<file path="src/rtl/lcd_spi_write.sv">
// Byte-level SPI (mode 0) transmitter for the ST7735 LCD init/control stream.
// Samples a 9-bit {dc, byte} word, shifts it MSB-first, then pulses wr_done.
module lcd_spi_write #(
   parameter int HALF_DIV = 2,
   parameter int GAP_CYC  = 2
) (
   input  logic       sys_clk,
   input  logic       sys_rst_n,
   input  logic       en_write,
   input  logic [8:0] init_data,
   output logic       wr_done,
   output logic       busy,
   output logic       lcd_cs,
   output logic       lcd_dc,
   output logic       lcd_sclk,
   output logic       lcd_mosi
);

   localparam int CW = $clog2(HALF_DIV + 1);
   localparam int GW = $clog2(GAP_CYC + 1);
   localparam logic [CW-1:0] HALF_LAST = CW'(HALF_DIV - 1);
   localparam logic [GW-1:0] GAP_LAST  = GW'(GAP_CYC - 1);

   typedef enum logic [2:0] {IDLE, SETUP, SHIFT, HOLD, DONE, GAP} state_t;

   state_t        state, state_n;
   logic [CW-1:0] half_cnt, half_cnt_n;
   logic [GW-1:0] gap_cnt, gap_cnt_n;
   logic [2:0]    bit_cnt, bit_cnt_n;
   logic [7:0]    shreg, shreg_n;
   logic          wr_done_n, busy_n, cs_n, dc_n, sclk_n, mosi_n;
   logic          half_last;

   assign half_last = (half_cnt == HALF_LAST);

   always_ff @(posedge sys_clk) begin
      if (!sys_rst_n) begin
         state    <= IDLE;
         half_cnt <= '0;
         gap_cnt  <= '0;
         bit_cnt  <= '0;
         shreg    <= '0;
         wr_done  <= 1'b0;
         busy     <= 1'b0;
         lcd_cs   <= 1'b1;
         lcd_dc   <= 1'b0;
         lcd_sclk <= 1'b0;
         lcd_mosi <= 1'b0;
      end else begin
         state    <= state_n;
         half_cnt <= half_cnt_n;
         gap_cnt  <= gap_cnt_n;
         bit_cnt  <= bit_cnt_n;
         shreg    <= shreg_n;
         wr_done  <= wr_done_n;
         busy     <= busy_n;
         lcd_cs   <= cs_n;
         lcd_dc   <= dc_n;
         lcd_sclk <= sclk_n;
         lcd_mosi <= mosi_n;
      end
   end

   // Next-state logic also computes next output values so every pin is registered.
   always_comb begin
      state_n    = state;
      half_cnt_n = half_cnt;
      gap_cnt_n  = gap_cnt;
      bit_cnt_n  = bit_cnt;
      shreg_n    = shreg;
      wr_done_n  = 1'b0;
      busy_n     = busy;
      cs_n       = lcd_cs;
      dc_n       = lcd_dc;
      sclk_n     = lcd_sclk;
      mosi_n     = lcd_mosi;

      unique case (state)
         IDLE: begin
            if (en_write) begin
               state_n    = SETUP;
               half_cnt_n = '0;
               bit_cnt_n  = 3'd7;
               shreg_n    = init_data[7:0];
               dc_n       = init_data[8];
               mosi_n     = init_data[7];
               cs_n       = 1'b0;
               sclk_n     = 1'b0;
               busy_n     = 1'b1;
            end
         end
         SETUP: begin
            if (half_last) begin
               state_n    = SHIFT;
               half_cnt_n = '0;
            end else begin
               half_cnt_n = half_cnt + 1'b1;
            end
         end
         SHIFT: begin
            if (!half_last) begin
               half_cnt_n = half_cnt + 1'b1;
            end else begin
               half_cnt_n = '0;
               if (!lcd_sclk) begin
                  sclk_n = 1'b1;
               end else if (bit_cnt == 3'd0) begin
                  state_n = HOLD;
                  sclk_n  = 1'b0;
               end else begin
                  // Falling edge of SCLK presents the next bit in the same cycle.
                  sclk_n    = 1'b0;
                  bit_cnt_n = bit_cnt - 3'd1;
                  mosi_n    = shreg[bit_cnt - 3'd1];
               end
            end
         end
         HOLD: begin
            if (half_last) begin
               state_n    = DONE;
               half_cnt_n = '0;
               cs_n       = 1'b1;
               wr_done_n  = 1'b1;
            end else begin
               half_cnt_n = half_cnt + 1'b1;
            end
         end
         DONE: begin
            state_n   = GAP;
            gap_cnt_n = '0;
         end
         GAP: begin
            // Lets the source bump its pointer and re-register init_data.
            if (gap_cnt == GAP_LAST) begin
               state_n   = IDLE;
               gap_cnt_n = '0;
               busy_n    = 1'b0;
            end else begin
               gap_cnt_n = gap_cnt + 1'b1;
            end
         end
         default: state_n = IDLE;
      endcase
   end

endmodule
</file>
<file path="config.mk">
export PLATFORM = sky130hd
export DESIGN_NAME = lcd_spi_write
export DESIGN_NICKNAME = d
export VERILOG_FILES = /design/src/rtl/lcd_spi_write.sv
export SDC_FILE = /design/constraint.sdc
export NUM_CORES = 1
export LEC_CHECK = 0
export ABC_AREA = 1
export CORE_MARGIN = 3
export CORE_UTILIZATION = 47
export DETAILED_ROUTE_END_ITERATION = 12
export PLACE_DENSITY = 0.71
export SYNTH_ARGS = -nofsm -noshare
export SYNTH_HDL_FRONTEND = slang
export SYNTH_SLANG_ARGS = --single-unit
</file>
<file path="constraint.sdc">
create_clock -name sys_clk -period 1.3 [get_ports sys_clk]
set_input_delay 0.13 -clock sys_clk [delete_from_list [all_inputs] [get_ports sys_clk]]
set_output_delay 0.13 -clock sys_clk [all_outputs]
set_load 0.03 [all_outputs]
</file>
Yosys cells after proc, flatten, opt, wreduce, memory -nomap -nowiden

Index checks and enable logic that the tools add are counted.

Flip-flop bits (word level): 24
Bits of input ports: 12
Output and inout port bits: 6
Word-level logic and storage cells: 81

$add $sub $neg: 3
$lt $le $gt $ge: 1
Eq/ne operators: 15
Multiplexer cells: 35
Reduce and logical (&&, ||, !) cells: 16

Operator list:

| kind                                                       | count |
|---|---|
| two-way mux 3 bit                                          | 11 |
| case mux 3 bit (6 select lines)                            | 1 |
| inequality test 2 bit, second input constant               | 8 |
| two-way mux 1 bit                                          | 12 |
| nonzero test 2 bit                                         | 5 |
| AND reduction 3 bit                                        | 3 |
| case mux 1 bit (2 select lines)                            | 4 |
| case mux 2 bit (2 select lines)                            | 2 |
| AND reduction 7 bit                                        | 1 |
| == test 3 x 2 -> 1 bit, second input constant              | 2 |
| == test 3 bit, second input constant                       | 2 |
| zero test 3 bit                                            | 2 |
| two-way mux 2 bit                                          | 3 |
| case mux 3 bit (2 select lines)                            | 1 |
| AND reduction 2 bit                                        | 3 |
| AND reduction 5 bit                                        | 1 |
| adder 2 x 1 -> 2 bit, second input constant                | 2 |
| == test 2 x 1 -> 1 bit, second input constant              | 2 |
| less-than comparator 3 x 4 -> 1 bit, second input constant | 1 |
| binary-select mux 1 bit (select 3 bit)                     | 1 |
| == test 3 x 1 -> 1 bit, second input constant              | 1 |
| OR reduction 3 bit                                         | 1 |
| subtractor 3 x 1 -> 3 bit, second input constant           | 1 |

Longest topological paths before layout

Word-level depth: 7
Mapped depth: 11
Mapped depth without buffers: 11

Least setup slack after synthesis

Ideal clock, no wire load.

Path kind: register to register
Start point: reg bit_cnt[0]
End point: reg state[1]
Setup time: 113 ps
Arrival: 1314 ps
Data required time: 1187 ps
Path slack: -127 ps
Stages on the path, launching flop included: 12
Buffers on the path: 0
Period minus slack after synthesis: 1427 ps
Path through: dfxtp_1 inv_1 ha_1 ha_1 nand2_1 nand3_1 nand2_1 nor2_2 nand2_2 nand2_1 nand2_1 nor2_1

Word-level cells in the longest chain between the ends: 3

Ends and longest elaborated chain:

| item                            | line | RTL |
|---|---|---|
| start: declaration              | 29   | `logic [2:0] bit_cnt, bit_cnt_n;` |
| start signal: assignment        | 53   | `bit_cnt <= bit_cnt_n;` |
| zero test 3 bit                 | 107  | `end else if (bit_cnt == 3'd0) begin` |
| inequality test 2 bit (no line) | n/a  |  |
| AND reduction 7 bit (no line)   | n/a  |  |
| end signal: assignment          | 50   | `state <= state_n;` |
| end: declaration                | 26   | `state_t state, state_n;` |

Every way passes these cells.
A chain may end at the register's enable or synchronous reset.

Final worst setup path

Start point: reg state[1]
End point: reg shreg[1]

Word-level cells in the longest chain between the ends: 2

Ends and longest elaborated chain:

| item                          | line | RTL |
|---|---|---|
| zero test 3 bit               | 78   | `unique case (state)` |
| AND reduction 2 bit (no line) | n/a  |  |
| end signal: assignment        | 54   | `shreg <= shreg_n;` |
| end: declaration              | 30   | `logic [7:0] shreg, shreg_n;` |

Every way passes these cells.

==> metrics.csv <==
metric,value,unit
GPL Wtd Cong,0.8286,
clock sinks,24,
Main synth FF type,dfxtp_1,
startpoint types,register,
port buffer count,17,
worst min path class,in2reg,
final core occ,66.92,%
FMAX,754.3,MHz
Least-Margin Pin Slew,0.3241,ns
IO Pins,18,
CP Cell Sequence,buf_4 -> nor3_4 -> clkinv_4 -> o21ai_2 -> a21oi_1,
slowest cell on the critical path,dfxtp_4,
Top delay family on crit path,flip-flops,
Worst Path Required,1.51,ns
fin crit share,102.0,%
Leakage,0.7007,nW
Synth Net Count,187,
Synth area leaders,"dfxtp_1, nand2_1, nor2_1, nand3_1, inv_1",
# H-tree levels,1,
"logic depth of the worst path, buffers included",5,
DR vias/cell,4.943,
"commonest non-fill, non-tap cell in the layout",nand2_1,
Yosys cell types,22,
"Clk Latency, worst-skew pair",0.30,ns
register area share after synthesis,40.04,%
Detail Route Antenna Nets,0,
Avg Synthesized Cell Area,6.936,um2
Area Growth Syn to Fin,29.30,%
vias in the first global route,1074,
"FF+latch count, synth",24,
initial core utilization,51.75,%
CTS Buf Count,3,
pwr/cell area,2199,mW/mm2
failing checks,negative setup slack,
Yosys top cell area share,40.04,%
total vias in the final route,1127,
yosys warns,0,
initial antenna violation count,0,
final slew viol count,0,
ant diodes,0,
layout cells sized above 1,25.00,%
Root Buffer,clkbuf_4,
die width,56.53,um
clk slew on worst S/H paths,0.12,ns
Worst Hold Path Cells,3,
Crit Path Max Fanout,8,
most frequent cells in the layout,"nand2_1, nor2_1, dfxtp_1, nand3_1, inv_1",
core area,0.002318,mm2
arrival time worst endpoint,1.53,ns
Peak VDD IR,1.363,mV
TritonCTS clock tree,yes,
routed len/inst,10.83,um
nets,216,
max-cap violations,0,
first-pass GRT wire length,4450,um
clock skew,0.003421,ns
min Tclk post-route,1.326,ns
"EDFF count, synth",0,
fill count,213,
status,"finished, violations left",
Mapped Cells,173,
final wirelength,2469,um
unrepaired setup endpoints after global routing,true,
post-route insts no fill,228,
placed cell count,220,
CTS Buffer Depth,2,
leading area contributor after synthesis,dfxtp_1,
die area,0.003195,mm2
CP Buf/Inv Count,2,
Fin. Hold Viols,0,
final setup violation count,9,
Pre-antenna DRT Iters,4,
Final Hold Slack,0.4043,ns
WS Path Type,reg2reg,
Detailed Route Iter0 Violations,31,
largest net degree at the start of global routing,16,
Slew headroom,78.48,%
Critical Path End Type,register,
Residual DRC,0,
dpl hpwl,1814,um
Die Y-Extent,56.53,um
worst reg2reg path depth,5,
total power,0.003412,W
worst stage delay on the critical path,0.39,ns
Total GRT Usage,17.07,%
Congestion Overflow GR,0,
Final WS setup,-0.02571,ns
Site Rows,17,
Post-Syn Area,0.001200,mm2
ys async rst share,0,%
[final cells by class]
cell class	count	area, um2	share of cell area, %
well taps	28	35.03	2.258
repair inverters	1	6.256	0.4032
clock buffers	3	22.52	1.452
multi-input cells	121	659.4	42.50
repair buffers	27	241.5	15.56
flip-flops and latches	24	489.2	31.53
inverters	24	97.59	6.290
[power by group]
group / switching, W / internal [W] / total [W]
logic: 0.00117 / 0.000812 / 0.00198
clock network: 0.000204 / 0.000108 / 0.000312
registers: 0.000156 / 0.000965 / 0.00112
total: 0.00153 / 0.00189 / 0.00341
[per-stage QoR]
stage               TNS (ns)  cell area [um2]  setup slack (ns)
floorplan                  0             1229          0.007830
global placement     -0.2707             1445          -0.04621
detailed placement   -0.5399             1445          -0.09109
CTS                  -0.1089             1478          -0.04130
global route          -1.584             1551           -0.1556
finish              -0.09983             1551          -0.02571
[layer usage]
layer	part of all wire, %	wire length [um]	global-route usage [%]
met1	49	1205	22.78
met2	47	1162	27.89
met3	3.4	83	2.299
met4	0.73	18	6.102
met5	0	0	0
[worst min-delay path: cells and delay by family]
family | cells | cell delay [ns]
buf+inv | 1 | 0.39
simple gates | 2 | 0.15
[cells in the mapped netlist, types with 2 or more instances]
cell     instances
nor2_4           2
inv_1           19
inv_2            5
nand2_1         34
dfxtp_1         24
buf_6            2
nor2_1          29
nand2_4          2
nand3_1         19
a21oi_1         11
ha_1             2
nand2_2          3
nor2_2           2
o21ai_0         11
[cells by family (layout without fill, tap and decap cells)]
group	after synthesis	after routing	share of synthesized area, %
buf+inv	28	55	10.32
fa+ha+maj	2	2	2.085
compound gates	23	23	9.906
simple gates	96	96	37.64
flops	24	24	40.04
[sequential cells by signal (all words and copies together), names as in the netlist]
| name | flops |
|---|---|
| bit_cnt | 3 |
| busy | 1 |
| gap_cnt | 2 |
| half_cnt | 2 |
| lcd_cs | 1 |
| lcd_dc | 1 |
| lcd_mosi | 1 |
| lcd_sclk | 1 |
| shreg | 8 |
| state | 3 |
| wr_done | 1 |
[timing repair]
item / CTS / global route
endpoints found under the setup margin: 15 / 17
resized for setup: 11 / 21
pin swaps: 9 / 5
cloned: 0 / 1
hold buffers: 0 / 0
buffers inserted: 1 / 3
[worst paths after layout]
kind                              startpoint          end  slack, ns
worst max-delay path                state[1]     shreg[1]      -0.03
worst min-delay path            init_data[5]     shreg[5]       0.40
worst max register to register      state[1]     shreg[1]      -0.03
worst min register to register   half_cnt[1]  half_cnt[1]       0.46
Note: power is estimated with default switching activity, not from simulation.
